File: config.mk
export PLATFORM = sky130hd
export DESIGN_NAME = zrb_at_responder_flat
export DESIGN_NICKNAME = d
export VERILOG_FILES = /design/src/rtl/zrb_at_pkg.sv /design/src/rtl/zrb_at_responder_if.sv /design/src/rtl/zrb_at_str_sender.sv /design/src/rtl/zrb_at_responder.sv /design/src/flat_wrapper.sv
export SDC_FILE = /design/constraint.sdc
export NUM_CORES = 1
export LEC_CHECK = 0
export CAP_MARGIN = 20
export CORE_MARGIN = 8
export CORE_UTILIZATION = 50
export DETAILED_ROUTE_END_ITERATION = 10
export DONT_BUFFER_PORTS = 1
export HOLD_SLACK_MARGIN = 0.05
export PLACE_DENSITY = 0.74
export SLEW_MARGIN = 20
export SYNTH_ARGS = -nofsm -noshare
export SYNTH_HDL_FRONTEND = slang
export SYNTH_SLANG_ARGS = --single-unit
File: constraint.sdc
create_clock -name clk -period 6.2 [get_ports clk]
set_input_delay 0.62 -clock clk [delete_from_list [all_inputs] [get_ports clk]]
set_output_delay 0.62 -clock clk [all_outputs]
set_load 0.05 [all_outputs]
File: src/rtl/zrb_at_pkg.sv
// zrb_at_pkg: shared types and constants for the AT command responder.
// It holds the FSM state encoding, the ASCII constants used by the parser,
// the reply string ROM, and the reset values for the baud code and the PIN.
package zrb_at_pkg;

  typedef enum logic [2:0] {
    ST_IDLE,
    ST_COLLECT,
    ST_DISCARD,
    ST_PARSE,
    ST_RESPOND,
    ST_APPLY
  } state_t;

  // Setting that is committed once the reply has been sent
  typedef enum logic [1:0] {
    PEND_NONE,
    PEND_BAUD,
    PEND_PIN
  } pend_t;

  localparam logic [7:0] ASC_A    = 8'h41;
  localparam logic [7:0] ASC_T    = 8'h54;
  localparam logic [7:0] ASC_PLUS = 8'h2B;
  localparam logic [7:0] ASC_B    = 8'h42;
  localparam logic [7:0] ASC_U    = 8'h55;
  localparam logic [7:0] ASC_D    = 8'h44;
  localparam logic [7:0] ASC_P    = 8'h50;
  localparam logic [7:0] ASC_I    = 8'h49;
  localparam logic [7:0] ASC_N    = 8'h4E;
  localparam logic [7:0] ASC_O    = 8'h4F;
  localparam logic [7:0] ASC_K    = 8'h4B;
  localparam logic [7:0] ASC_0    = 8'h30;
  localparam logic [7:0] ASC_1    = 8'h31;
  localparam logic [7:0] ASC_8    = 8'h38;
  localparam logic [7:0] ASC_9    = 8'h39;

  localparam logic [2:0]  BAUD_RST = 3'd3;      // 9600
  localparam logic [15:0] PIN_RST  = 16'h1234;

  // Reply ids: 0 = "OK", 1..8 = "OK<baud>" for codes 0..7, 9 = "OKsetPIN"
  typedef logic [3:0] reply_id_t;
  localparam reply_id_t RID_OK    = 4'd0;
  localparam reply_id_t RID_BAUD0 = 4'd1;
  localparam reply_id_t RID_PIN   = 4'd9;

  // All replies packed back to back; first character sits in the top byte
  typedef logic [5:0] rom_addr_t;
  localparam int ROM_BYTES = 63;
  localparam logic [8*ROM_BYTES-1:0] ROM_STR =
    "OKOK1200OK2400OK4800OK9600OK19200OK38400OK57600OK115200OKsetPIN";

  function automatic rom_addr_t rom_off(reply_id_t id);
    case (id)
      4'd0:    return 6'd0;
      4'd1:    return 6'd2;
      4'd2:    return 6'd8;
      4'd3:    return 6'd14;
      4'd4:    return 6'd20;
      4'd5:    return 6'd26;
      4'd6:    return 6'd33;
      4'd7:    return 6'd40;
      4'd8:    return 6'd47;
      4'd9:    return 6'd55;
      default: return 6'd0;
    endcase
  endfunction

  function automatic logic [3:0] rom_len(reply_id_t id);
    case (id)
      4'd0:                      return 4'd2;
      4'd1, 4'd2, 4'd3, 4'd4:    return 4'd6;
      4'd5, 4'd6, 4'd7:          return 4'd7;
      4'd8, 4'd9:                return 4'd8;
      default:                   return 4'd2;
    endcase
  endfunction

  function automatic logic [7:0] rom_byte(rom_addr_t a);
    if (int'(a) >= ROM_BYTES) return 8'h00;
    return ROM_STR[8*(ROM_BYTES-1-int'(a)) +: 8];
  endfunction

  function automatic logic is_digit(logic [7:0] b);
    return (b >= ASC_0) && (b <= ASC_9);
  endfunction

endpackage

File: src/rtl/zrb_at_responder_if.sv
// zrb_at_responder_if: byte links around the responder -- received bytes
// from the UART receiver and reply bytes towards the TX FIFO.
interface zrb_at_responder_if;
  logic [7:0] rx_data;
  logic       rx_valid;
  logic       tx_full;
  logic       tx_wr;
  logic [7:0] tx_data;

  // Side that supplies received bytes and owns the TX FIFO
  modport master (
    output rx_data, rx_valid, tx_full,
    input  tx_wr, tx_data
  );

  // The responder itself
  modport slave (
    input  rx_data, rx_valid, tx_full,
    output tx_wr, tx_data
  );
endinterface

File: src/rtl/zrb_at_str_sender.sv
// zrb_at_str_sender: streams one reply string from the ROM into the TX FIFO.
// The byte is emitted in the same cycle as start when the FIFO has room, so
// the first write appears one cycle after the parser decides. A full FIFO
// holds the current index; done pulses together with the last write.
module zrb_at_str_sender
  import zrb_at_pkg::*;
(
  input  logic       clk,
  input  logic       reset,
  input  logic       start,
  input  reply_id_t  reply_id,
  input  logic       tx_full,
  output logic       tx_wr,
  output logic [7:0] tx_data,
  output logic       done
);

  logic       active_q, active_d;
  rom_addr_t  ptr_q, ptr_d;
  rom_addr_t  last_q, last_d;
  logic       tx_wr_q, tx_wr_d;
  logic [7:0] tx_data_q, tx_data_d;
  logic       done_q, done_d;

  logic       cur_active;
  rom_addr_t  cur_ptr;
  rom_addr_t  cur_last;

  // Pick the next ROM byte and advance unless the FIFO is full
  always_comb begin
    cur_active = start | active_q;
    cur_ptr    = start ? rom_off(reply_id) : ptr_q;
    cur_last   = start ? rom_addr_t'(rom_off(reply_id) + {2'b00, rom_len(reply_id)} - 6'd1)
                       : last_q;

    active_d  = cur_active;
    ptr_d     = cur_ptr;
    last_d    = cur_last;
    tx_wr_d   = 1'b0;
    tx_data_d = tx_data_q;
    done_d    = 1'b0;

    if (cur_active && !tx_full) begin
      tx_wr_d   = 1'b1;
      tx_data_d = rom_byte(cur_ptr);
      ptr_d     = cur_ptr + 6'd1;
      if (cur_ptr == cur_last) begin
        active_d = 1'b0;
        done_d   = 1'b1;
      end
    end
  end

  // Sender state and registered FIFO outputs
  always_ff @(posedge clk or posedge reset) begin
    if (reset) begin
      active_q  <= 1'b0;
      ptr_q     <= '0;
      last_q    <= '0;
      tx_wr_q   <= 1'b0;
      tx_data_q <= 8'h00;
      done_q    <= 1'b0;
    end else begin
      active_q  <= active_d;
      ptr_q     <= ptr_d;
      last_q    <= last_d;
      tx_wr_q   <= tx_wr_d;
      tx_data_q <= tx_data_d;
      done_q    <= done_d;
    end
  end

  assign tx_wr   = tx_wr_q;
  assign tx_data = tx_data_q;
  assign done    = done_q;

endmodule

File: src/rtl/zrb_at_responder.sv
// zrb_at_responder: emulates the responder side of an HC-06 style AT link.
// Commands are framed by GAP_TICKS clk_en ticks of silence, matched exactly
// ("AT", "AT+BAUDn", and "AT+PINdddd" when ZRB_AT_PIN_EN is defined), the
// ASCII reply is written to the TX FIFO, and only then is the new baud code
// or PIN committed so the reply still goes out at the old rate.
// Without ZRB_AT_PIN_EN the PIN command is rejected and pin is constant.
module zrb_at_responder
  import zrb_at_pkg::*;
#(
  parameter int GAP_TICKS = 64,
  parameter int MAX_LEN   = 10
) (
  input  logic                clk,
  input  logic                reset,
  input  logic                clk_en,
  zrb_at_responder_if.slave   bus,
  output logic [2:0]          baud_code,
  output logic                baud_update,
  output logic [15:0]         pin,
  output logic                busy,
  output logic                cmd_err
);

  // Buffer is at least as deep as the longest command the parser inspects
  localparam int BUF_D = (MAX_LEN < 10) ? 10 : MAX_LEN;
  localparam int LEN_W = $clog2(BUF_D + 1);
  localparam int GAP_W = $clog2(GAP_TICKS + 1);

  state_t            state_q, state_d;
  logic [LEN_W-1:0]  len_q, len_d;
  logic [GAP_W-1:0]  gap_q, gap_d;
  logic [2:0]        baud_code_q, baud_code_d;
  logic              baud_update_q, baud_update_d;
  logic              busy_q, busy_d;
  logic              cmd_err_q, cmd_err_d;
  pend_t             pend_q, pend_d;
  logic [2:0]        pend_baud_q, pend_baud_d;
`ifdef ZRB_AT_PIN_EN
  logic [15:0]       pin_q, pin_d;
  logic [15:0]       pend_pin_q, pend_pin_d;
  logic              is_pin;
`endif

  logic [7:0]        cmd_q [BUF_D];
  logic              buf_we;
  logic [LEN_W-1:0]  buf_wa;

  logic              is_at;
  logic              is_baud;
  logic [2:0]        baud_sel;
  logic              gap_hit;

  logic              snd_start;
  reply_id_t         snd_id;
  logic              snd_wr;
  logic [7:0]        snd_data;
  logic              snd_done;

  // Exact-match decode of the buffered command
  always_comb begin
    is_at = (len_q == LEN_W'(2)) && (cmd_q[0] == ASC_A) && (cmd_q[1] == ASC_T);

    is_baud = (len_q == LEN_W'(8)) &&
              (cmd_q[0] == ASC_A) && (cmd_q[1] == ASC_T) && (cmd_q[2] == ASC_PLUS) &&
              (cmd_q[3] == ASC_B) && (cmd_q[4] == ASC_A) && (cmd_q[5] == ASC_U) &&
              (cmd_q[6] == ASC_D) && (cmd_q[7] >= ASC_1) && (cmd_q[7] <= ASC_8);
    baud_sel = 3'(cmd_q[7] - ASC_1);

`ifdef ZRB_AT_PIN_EN
    is_pin = (len_q == LEN_W'(10)) &&
             (cmd_q[0] == ASC_A) && (cmd_q[1] == ASC_T) && (cmd_q[2] == ASC_PLUS) &&
             (cmd_q[3] == ASC_P) && (cmd_q[4] == ASC_I) && (cmd_q[5] == ASC_N) &&
             is_digit(cmd_q[6]) && is_digit(cmd_q[7]) &&
             is_digit(cmd_q[8]) && is_digit(cmd_q[9]);
`endif
  end

  // Next-state logic: framing, parsing, reply sequencing and commit
  always_comb begin
    state_d       = state_q;
    len_d         = len_q;
    gap_d         = gap_q;
    baud_code_d   = baud_code_q;
    baud_update_d = 1'b0;
    cmd_err_d     = 1'b0;
    pend_d        = pend_q;
    pend_baud_d   = pend_baud_q;
`ifdef ZRB_AT_PIN_EN
    pin_d         = pin_q;
    pend_pin_d    = pend_pin_q;
`endif
    buf_we        = 1'b0;
    buf_wa        = len_q;
    snd_start     = 1'b0;
    snd_id        = RID_OK;
    gap_hit       = clk_en && (gap_q == GAP_W'(GAP_TICKS - 1));

    case (state_q)
      ST_IDLE: begin
        if (bus.rx_valid) begin
          buf_we  = 1'b1;
          buf_wa  = '0;
          len_d   = LEN_W'(1);
          gap_d   = '0;
          state_d = ST_COLLECT;
        end
      end

      ST_COLLECT: begin
        if (bus.rx_valid) begin
          gap_d = '0;
          if (len_q == LEN_W'(MAX_LEN)) begin
            cmd_err_d = 1'b1;
            state_d   = ST_DISCARD;
          end else begin
            buf_we = 1'b1;
            len_d  = len_q + LEN_W'(1);
          end
        end else if (clk_en) begin
          if (gap_hit) begin
            gap_d   = '0;
            state_d = ST_PARSE;
          end else begin
            gap_d = gap_q + GAP_W'(1);
          end
        end
      end

      ST_DISCARD: begin
        if (bus.rx_valid) begin
          gap_d = '0;
        end else if (clk_en) begin
          if (gap_hit) begin
            gap_d   = '0;
            state_d = ST_IDLE;
          end else begin
            gap_d = gap_q + GAP_W'(1);
          end
        end
      end

      ST_PARSE: begin
        if (is_at) begin
          snd_start = 1'b1;
          snd_id    = RID_OK;
          pend_d    = PEND_NONE;
          state_d   = ST_RESPOND;
        end else if (is_baud) begin
          snd_start   = 1'b1;
          snd_id      = RID_BAUD0 + {1'b0, baud_sel};
          pend_d      = PEND_BAUD;
          pend_baud_d = baud_sel;
          state_d     = ST_RESPOND;
`ifdef ZRB_AT_PIN_EN
        end else if (is_pin) begin
          snd_start  = 1'b1;
          snd_id     = RID_PIN;
          pend_d     = PEND_PIN;
          pend_pin_d = {cmd_q[6][3:0], cmd_q[7][3:0], cmd_q[8][3:0], cmd_q[9][3:0]};
          state_d    = ST_RESPOND;
`endif
        end else begin
          cmd_err_d = 1'b1;
          state_d   = ST_IDLE;
        end
      end

      // Commit on the edge after the last write so the new value is
      // visible exactly one cycle after it
      ST_RESPOND: begin
        if (snd_done) begin
          state_d = ST_APPLY;
          case (pend_q)
            PEND_BAUD: begin
              baud_code_d   = pend_baud_q;
              baud_update_d = 1'b1;
            end
`ifdef ZRB_AT_PIN_EN
            PEND_PIN: pin_d = pend_pin_q;
`endif
            default: ;
          endcase
        end
      end

      ST_APPLY: state_d = ST_IDLE;

      default: state_d = ST_IDLE;
    endcase

    busy_d = (state_d != ST_IDLE);
  end

  // Main FSM and registered outputs
  always_ff @(posedge clk or posedge reset) begin
    if (reset) begin
      state_q       <= ST_IDLE;
      len_q         <= '0;
      gap_q         <= '0;
      baud_code_q   <= BAUD_RST;
      baud_update_q <= 1'b0;
      busy_q        <= 1'b0;
      cmd_err_q     <= 1'b0;
      pend_q        <= PEND_NONE;
      pend_baud_q   <= BAUD_RST;
`ifdef ZRB_AT_PIN_EN
      pin_q         <= PIN_RST;
      pend_pin_q    <= PIN_RST;
`endif
    end else begin
      state_q       <= state_d;
      len_q         <= len_d;
      gap_q         <= gap_d;
      baud_code_q   <= baud_code_d;
      baud_update_q <= baud_update_d;
      busy_q        <= busy_d;
      cmd_err_q     <= cmd_err_d;
      pend_q        <= pend_d;
      pend_baud_q   <= pend_baud_d;
`ifdef ZRB_AT_PIN_EN
      pin_q         <= pin_d;
      pend_pin_q    <= pend_pin_d;
`endif
    end
  end

  // Command byte buffer; contents are only meaningful up to len_q
  always_ff @(posedge clk) begin
    if (buf_we) cmd_q[buf_wa] <= bus.rx_data;
  end

  zrb_at_str_sender u_sender (
    .clk      (clk),
    .reset    (reset),
    .start    (snd_start),
    .reply_id (snd_id),
    .tx_full  (bus.tx_full),
    .tx_wr    (snd_wr),
    .tx_data  (snd_data),
    .done     (snd_done)
  );

  assign bus.tx_wr   = snd_wr;
  assign bus.tx_data = snd_data;
  assign baud_code   = baud_code_q;
  assign baud_update = baud_update_q;
  assign busy        = busy_q;
  assign cmd_err     = cmd_err_q;
`ifdef ZRB_AT_PIN_EN
  assign pin         = pin_q;
`else
  assign pin         = PIN_RST;
`endif

endmodule

File: src/flat_wrapper.sv
// flat-port wrapper written by rule: the top's interface ports become plain ports
module zrb_at_responder_flat import zrb_at_pkg::*;
#(
  parameter int GAP_TICKS = 64,
  parameter int MAX_LEN   = 10
)
  (clk, reset, clk_en, baud_code, baud_update, pin, busy, cmd_err, bus_rx_data, bus_rx_valid, bus_tx_full, bus_tx_wr, bus_tx_data);
  zrb_at_responder_if bus_i ();
  input  logic clk;
  input  logic reset;
  input  logic clk_en;
  output logic [2:0] baud_code;
  output logic baud_update;
  output logic [15:0] pin;
  output logic busy;
  output logic cmd_err;
  input wire logic [$bits(bus_i.rx_data)-1:0] bus_rx_data;
  input wire logic [$bits(bus_i.rx_valid)-1:0] bus_rx_valid;
  input wire logic [$bits(bus_i.tx_full)-1:0] bus_tx_full;
  output wire logic [$bits(bus_i.tx_wr)-1:0] bus_tx_wr;
  output wire logic [$bits(bus_i.tx_data)-1:0] bus_tx_data;
  assign bus_i.rx_data = bus_rx_data;
  assign bus_i.rx_valid = bus_rx_valid;
  assign bus_i.tx_full = bus_tx_full;
  assign bus_tx_wr = bus_i.tx_wr;
  assign bus_tx_data = bus_i.tx_data;
  zrb_at_responder #(.GAP_TICKS(GAP_TICKS), .MAX_LEN(MAX_LEN)) u_core (.clk(clk), .reset(reset), .clk_en(clk_en), .bus(bus_i), .baud_code(baud_code), .baud_update(baud_update), .pin(pin), .busy(busy), .cmd_err(cmd_err));
endmodule
==> summary.md, run 1 <==
| Metric | Value |
|---|---|
| EDFF count, synth | 64 |
| Clock Tree Buf Depth | 2 |
| Total GRT Usage | 18.3% |
| # IOs | 44 |
| Met1 Resource Use GR | 24.1% |
| Met2 Track Usage GR | 28.4% |
| Filler cells | 1157 |
| Post-synthesis simple-gate area fraction | 20.2% |
| Largest stage delay, worst path | 0.70 ns |
| WL/cell | 19.8 um |
| Largest cells by area after synthesis | edfxtp_1 29%, dfrtp_1 16%, nand2_1 3.5% |
| Drt pass-1 iters | 5 |
| Crit-path max FO | 22 |
| Final wirelength | 15800 um |
| Site Rows | 42 |
| Layout area overhead | 4.33% |
| Initial antenna violation count | 0 |
| Clk slew on worst S/H paths | 0.08 ns |
| Setup violations, final | 0 |
| Resized cells post-CTS | 0 |
| Antenna viol nets, final | 0 |
| Reg2reg setup slack | 0.45 ns |
| Pre-CTS setup slack | 0.515 ns |
| # DRC | 0 |
| Top Usage Layer GRT | met2 |
| Post-CTS setup repair buffer count | 0 |
| Buf/Inv on CP | 2 |
| Family with the most delay on the worst path | simple AND/OR/NAND/NOR gates |
| Combinational family with the most area after synthesis | simple AND/OR/NAND/NOR gates |
| Crit path DAT | 6.00 ns |
| Routability cong. | 0.918 |
| Synthesized cell area | 0.00668 sq mm |
| Layout Nets | 647 |
| Iter 0 DRT Violations | 599 |
| Async SR Flop Fraction | 41.8% |
| Origin of the critical flop-to-flop path | u_core.cmd_q[7][0]$_DFFE_PP_ |
| MaxCap Viol Count | 0 |
| Worst r2r dst | u_core.u_sender.tx_data[1]$_DFFE_PP0P_ |
| Synth Instances | 637 |
| CTS hold repair buffers | 0 |
| Final min period | 5.75 ns |
| Worst skew pair latency | 0.36 ns |
| Max_slew headroom | 28.8% |
| Clk_skew | 0.0113 ns |
| Area leader, netlist | edfxtp_1 |
| Share of the synthesized area in the top cell type | 28.8% |
| Avg Cell Area, Syn | 10.5 sq um |
| Register bit total from synthesis | 110 |
| Via count | 4943 |
| Main synth FF type | edfxtp_1 |
| CTS sink cnt | 110 |
| Post-synthesis adder-cell area fraction | 3.49% |
| Area of the die | 0.0173 sq mm |
| CTS root buf | clkbuf_16 |
| Die Y | 132 um |
| Max Slew Vio Count | 0 |
| Antenna fix cells | 0 |
| Vias in the first global route | 4882 |
| Worst IR Drop VDD | 238 uV |
| Final worst setup slack | 0.449 ns |
| First-pass GRT wire length | 25900 um |
| Hold Crit Class | primary input to asynchronous set/reset pin |
| Most common cell on crit path | ha_1 |
| Synth warn | 0 |
| Setup Crit Path Kind | flip-flop to flip-flop |
| Fraction of synthesized area in multiplexers | 2.12% |
| P_leak | 2.61 nW |
| Least-Margin Pin Slew | 1.06 ns |
| Worst setup startpoint | u_core.cmd_q[7][0]$_DFFE_PP_ |
| CTS Buf Count | 9 |
| Largest net degree at the start of global routing | 47 |
| Fmax | 174 MHz |
| Core area | 0.0131 sq mm |
| Unrepaired setup endpoints after global routing | false |
| PwrDens | 457 mW/mm^2 |
| Startpoint Class | flip-flop |
| Synth Area in XOR/XNOR | 4.61% |
| Worst setup EP type | flip-flop |
| GR Overflow Total | 0 |
| CP max stage cell | and3_1 |
| Part of the cycle the worst path needs | 92.8% |
| Worst reg2reg path depth | 18 |
| Share of cells above drive strength 1 | 12.2% |
| GR Util met3 | 4.99% |
| Detailed placement HPWL | 11200 um |
| Synth Area in Compound Gates | 17.2% |
| CP Cell Sequence | inv_1 -> ha_1 -> or4b_4 -> o2111ai_2 -> or4_4 -> nand3_2 -> and3_1 -> inv_4 -> ha_1 -> nand2_1 -> nor2_1 -> a2bb2oi_4 -> and2_1 -> nand2_2 -> a221oi_1 -> a2111oi_2 -> o31a_1 -> a221o_1 |
| Seq/Total Area, Yosys | 46.1% |
| Core Util, Final | 53.0% |
| CTS tree | built |
| Port-buffer cells | 0 |
| Status | finished clean |
| Netlist cell types | 96 |
| Setup TNS | 0 ns |
| Initial core utilization | 50.8% |
| CTS HTree Levels | 3 |
| Die Width | 132 um |
| Via/cell ratio | 6.20 |
| Critical path data required time | 6.45 ns |
| Hold Vio Cnt, Final | 0 |
## cells in the final DEF (no fill, tap or decap), types with 7 or more instances in the layout
| cell | n |
|---|---|
| nand3_1 | 34 |
| o22ai_1 | 8 |
| a21oi_1 | 31 |
| o211ai_1 | 10 |
| and2_1 | 10 |
| nor2_1 | 45 |
| inv_1 | 21 |
| nand4_1 | 12 |
| nor4bb_1 | 10 |
| and3_1 | 7 |
| a31oi_1 | 10 |
| xnor2_1 | 21 |
| nand2_1 | 62 |
| dfrtp_1 | 42 |
| ha_1 | 17 |
| clkbuf_16 | 9 |
| edfxtp_1 | 64 |
| o21ai_0 | 23 |
| nor2b_1 | 8 |
| conb_1 | 17 |
## worst register-to-register path, stage by stage, from the launching register on
cell       delay [ns]
edfxtp_1         0.53
inv_1            0.15
ha_1             0.31
or4b_4           0.25
o2111ai_2        0.16
or4_4            0.61
nand3_2          0.11
and3_1           0.70
inv_4            0.26
ha_1             0.45
nand2_1          0.21
nor2_1           0.09
a2bb2oi_4        0.19
and2_1           0.39
nand2_2          0.31
a221oi_1         0.42
a2111oi_2        0.13
o31a_1           0.13
a221o_1          0.25
## registers in the layout (all words and copies together), names as in the netlist
| register | cells |
|---|---|
| u_core.baud_code | 3 |
| u_core.baud_update | 1 |
| u_core.busy | 1 |
| u_core.cmd_err | 1 |
| u_core.cmd_q | 64 |
| u_core.gap_q | 7 |
| u_core.len_q | 4 |
| u_core.pend_baud_q | 3 |
| u_core.pend_q | 1 |
| u_core.state_q | 3 |
| u_core.u_sender.active_q | 1 |
| u_core.u_sender.done | 1 |
| u_core.u_sender.last_q | 6 |
| u_core.u_sender.ptr_q | 6 |
| u_core.u_sender.tx_data | 7 |
| u_core.u_sender.tx_wr | 1 |
## kinds of logic (layout without fill, tap and decap cells)
logic type | count (synthesis) | after routing
compound gates | 149 | 149
xor+xnor | 30 | 30
fa+ha+maj | 18 | 18
buf+inv | 75 | 44
flops | 110 | 110
mux | 13 | 13
other cells | 2 | 17
simple gates | 240 | 240
## how the worst max path moves through the flow
stage	cells after the start	slack [ns]	to
floorplan	23	1.62	u_core.u_sender.tx_data[1]$_DFFE_PP0P_
global placement	18	0.71	u_core.u_sender.tx_data[1]$_DFFE_PP0P_
detailed placement	18	0.52	u_core.u_sender.tx_data[1]$_DFFE_PP0P_
CTS	18	0.53	u_core.u_sender.tx_data[1]$_DFFE_PP0P_
global route	18	0.09	u_core.u_sender.tx_data[1]$_DFFE_PP0P_
finish	18	0.45	u_core.u_sender.tx_data[1]$_DFFE_PP0P_
## power breakdown
part,switching (W),internal (W)
sequential,0.000169,0.000904
combinational,0.000985,0.000546
clock,0.000265,0.000312
total,0.00142,0.00176
## per-stage QoR
step                      instance area, sq um  hold slack, ns  power (W)  std cells
final                                     6960           0.297    0.00318        797
after global routing                      6960           0.348    0.00336        797
after CTS                                 6960           0.351    0.00315        797
after detailed placement                  6670           0.470    0.00257        781
after global placement                    6660           0.460    0.00257        781
after floorplan                           6730           0.448    0.00230        652
## layer usage
| layer | part of all wire [%] | vias up | routed length (um) |
|---|---|---|---|
| li1 | - | 2291 | - |
| met1 | 45 | 2429 | 7030 |
| met2 | 46 | 198 | 7220 |
| met3 | 8.0 | 25 | 1270 |
| met4 | 1.8 | 0 | 281 |
| met5 | 0 | - | 0 |
## synthesized netlist by cell type, types with 5 or more instances
cell type   n
mux2_2      6
nand2_1    62
dfrtp_1    42
buf_6       5
ha_1       17
nor2_1     45
nor3_1      6
xnor2_2     5
inv_1      22
xnor2_1    21
buf_4      22
nor4_1      6
a21oi_1    31
and2_1     10
and3_1      7
o22ai_1     8
a31oi_1    10
o21ai_0    23
clkbuf_1   15
o211ai_1   10
nor4bb_1   10
mux2i_1     6
o31ai_1     6
nand4_1    12
edfxtp_1   64
nor2b_1     8
buf_2       8
nand3_1    34
## final cells by class
type | count | area, sq um | area share, %
Multi-Input combinational cell | 467 | 3250 | 46.7
Tap cell | 176 | 220 | 3.16
Clock inverter | 6 | 62.6 | 0.898
Timing Repair Buffer | 3 | 22.5 | 0.323
Inverter | 25 | 97.6 | 1.40
Sequential cell | 110 | 3080 | 44.2
Clock buffer | 10 | 229 | 3.29
(Power assumes the default switching activity.)
==> inputs of run 2 (changes only) <==
--- a/config.mk
+++ b/config.mk
@@ -6,12 +6,13 @@
 export NUM_CORES = 1
 export LEC_CHECK = 0
 export CAP_MARGIN = 20
-export CORE_MARGIN = 8
 export CORE_UTILIZATION = 50
 export DETAILED_ROUTE_END_ITERATION = 10
 export DONT_BUFFER_PORTS = 1
 export HOLD_SLACK_MARGIN = 0.05
 export PLACE_DENSITY = 0.74
+export RECOVER_POWER = 25
+export REMOVE_ABC_BUFFERS = 1
 export SLEW_MARGIN = 20
 export SYNTH_ARGS = -nofsm -noshare
 export SYNTH_HDL_FRONTEND = slang
==> run 2 against run 1 <==
  * Clock skew up 0.0016 ns
  * Combinational power about the same
  * Register-to-register slack about the same
  * Non-clock buffer count up 3
  * Design area up 0.29%
  * Flip-flop and latch count unchanged
==> summary.md, run 2 (same netlist as run 1, synthesis figures left out) <==
| Metric | Value |
|---|---|
| Antenna fix cells | 0 (unchanged) |
| Status | finished clean |
| Final min period | 5.75 ns (-0.000907 ns) |
| Initial antenna violation count | 0 (unchanged) |
| Startpoint Class | flip-flop |
| CTS HTree Levels | 3 (unchanged) |
| Layout area overhead | 4.63% |
| Design Area, Final | 0.00698 sq mm (+0.29%) |
| Via count | 4990 (+0.95%) |
| Crit-path max FO | 22 (unchanged) |
| Max Slew Vio Count | 0 (unchanged) |
| Iter 0 DRT Violations | 449 (-25%) |
| Site Rows | 41 (-2.4%) |
| Die Width | 118 um (-11%) |
| PwrDens | 460 mW/mm^2 (+0.69%) |
| Routability cong. | 0.939 (+2.3%) |
| Resized cells post-CTS | 0 (unchanged) |
| Worst setup EP type | flip-flop |
| Post-CTS setup repair buffer count | 0 (unchanged) |
| Setup violations, final | 0 (unchanged) |
| CTS Buf Count | 9 (unchanged) |
| Filler cells | 1105 (-4.5%) |
| CTS tree | built |
| Drt pass-1 iters | 6 (+1) |
| Commonest non-fill, non-tap cell in the layout | edfxtp_1 |
| Worst r2r dst | u_core.u_sender.tx_data[1]$_DFFE_PP0P_ |
| Detailed placement HPWL | 11000 um (-1.8%) |
| Via/cell ratio | 6.27 (+1.1%) |
| Setup TNS | 0 ns (unchanged) |
| Footprint of the multi-input gates | 0.00325 sq mm (-0.15%) |
| Total placed cells including tap cells | 780 (-0.13%) |
| Setup Crit Path Kind | flip-flop to flip-flop |
| CTS sink cnt | 110 (unchanged) |
| Hold Crit Class | primary input to asynchronous set/reset pin |
| Antenna viol nets, final | 0 (unchanged) |
| Clock Tree Buf Depth | 2 (unchanged) |
| Vias in the first global route | 4648 (-4.8%) |
| Worst reg2reg path depth | 18 (unchanged) |
| Part of the cycle the worst path needs | 92.7% (about the same) |
| WL/cell | 19.4 um (-2.4%) |
| Unrepaired setup endpoints after global routing | false |
| Final wirelength | 15400 um (-2.5%) |
| Layout Nets | 650 (+0.46%) |
| Least-Margin Pin Slew | 0.979 ns (-0.0777 ns) |
| Clk slew on worst S/H paths | 0.08 ns (about the same) |
| Origin of the critical flop-to-flop path | u_core.cmd_q[7][0]$_DFFE_PP_ |
| Critical path data required time | 6.45 ns (about the same) |
| Die Y | 118 um (-11%) |
| Worst skew pair latency | 0.36 ns (about the same) |
| Share of cells above drive strength 1 | 12.8% (+0.58 points) |
| First-pass GRT wire length | 24800 um (-4.0%) |
| Total GRT Usage | 23.2% (+4.8 points) |
| Clk_skew | 0.0129 ns (+0.00162 ns) |
| GR Overflow Total | 0 (unchanged) |
| Commonest cells after routing, fill and taps aside | 64 x edfxtp_1, 62 x nand2_1, 45 x nor2_1, 42 x dfrtp_1, 34 x nand3_1 |
| CTS hold repair buffers | 0 (unchanged) |
| Core area | 0.0128 sq mm (-2.4%) |
| Initial core utilization | 52.0% (+1.2 points) |
| # DRC | 0 (unchanged) |
| Max_slew headroom | 34.1% (+5.2 points) |
| Fmax | 174 MHz (about the same) |
| CTS root buf | clkbuf_16 |
| P_leak | 2.63 nW (+0.96%) |
| Area of the die | 0.0138 sq mm (-20%) |
| Register Area | 0.00308 sq mm (unchanged) |
| Post-route insts no fill | 796 (-0.13%) |
| Worst IR Drop VDD | 339 uV (+42%) |
| Hold Slack | 0.279 ns (-0.0181 ns) |
| Reg2reg setup slack | 0.45 ns (about the same) |
| Post-DP Area | 0.00668 sq mm (+0.19%) |
| # IOs | 44 (unchanged) |
| Crit path DAT | 6.00 ns (about the same) |
| MaxCap Viol Count | 0 (unchanged) |
| Hold Vio Cnt, Final | 0 (unchanged) |
| Port-buffer cells | 0 (unchanged) |
| Largest Register | u_core.cmd_q |
| Max reg flops | 64 (unchanged) |
| Largest net degree at the start of global routing | 47 (unchanged) |
run 2: per-stage QoR:
step	utilization [%]	setup slack (ns)	power, W
after floorplan	-	1.28	0.00221
after global placement	52.0	0.704	0.00261
after detailed placement	52.1	0.587	0.00261
after CTS	54.4	0.563	0.00318
after global routing	54.5	0.0498	0.00338
final	54.5	0.450	0.00321
run 2: critical path, cell delays in order (launching register included):
cell and delay [ns]:
edfxtp_1 0.54, inv_1 0.15, ha_1 0.32, or4b_4 0.25, o2111ai_2 0.16, or4_4 0.60
nand3_2 0.10, and3_1 0.67, inv_4 0.25, ha_1 0.44, nand2_1 0.21, nor2_1 0.10
a2bb2oi_4 0.19, and2_1 0.37, nand2_2 0.30, a221oi_1 0.43, a2111oi_2 0.13, o31a_1 0.15
a221o_1 0.26
run 2: area by class of cell:
cell class,instances,area share (%)
multi-input combinational,467,46.5
sequential,110,44.1
clock buffer,9,3.22
tap,172,3.08
inverter,25,1.40
clock inverter,7,1.06
timing repair buffer,6,0.645
run 2: how the worst max path moves through the flow:
| stage | from | end | slack [ns] | cells past startpoint |
|---|---|---|---|---|
| floorplan | u_core.cmd_q[7][0]$_DFFE_PP_ | u_core.u_sender.tx_data[1]$_DFFE_PP0P_ | 1.28 | 18 |
| global placement | u_core.cmd_q[7][0]$_DFFE_PP_ | u_core.u_sender.tx_data[1]$_DFFE_PP0P_ | 0.70 | 18 |
| detailed placement | u_core.cmd_q[7][0]$_DFFE_PP_ | u_core.u_sender.tx_data[1]$_DFFE_PP0P_ | 0.59 | 18 |
| CTS | u_core.cmd_q[7][0]$_DFFE_PP_ | u_core.u_sender.tx_data[1]$_DFFE_PP0P_ | 0.56 | 18 |
| global route | u_core.cmd_q[7][0]$_DFFE_PP_ | u_core.u_sender.tx_data[1]$_DFFE_PP0P_ | 0.05 | 18 |
| finish | u_core.cmd_q[7][0]$_DFFE_PP_ | u_core.u_sender.tx_data[1]$_DFFE_PP0P_ | 0.45 | 18 |
run 2: layer usage:
metal	vias up	GRT usage [%]	routed length [um]
met2	238	36.5	7240
met4	0	9.29	403
met3	41	5.47	1110
met5	-	0	0
li1	2305	-	-
met1	2406	30.8	6650
run 2: power breakdown:
group	total, W	switching (W)	leakage [nW]	internal [W]
sequential	0.00107	0.000169	1.16	0.000903
clock	0.000576	0.000290	0.147	0.000285
combinational	0.00156	0.000997	1.33	0.000566
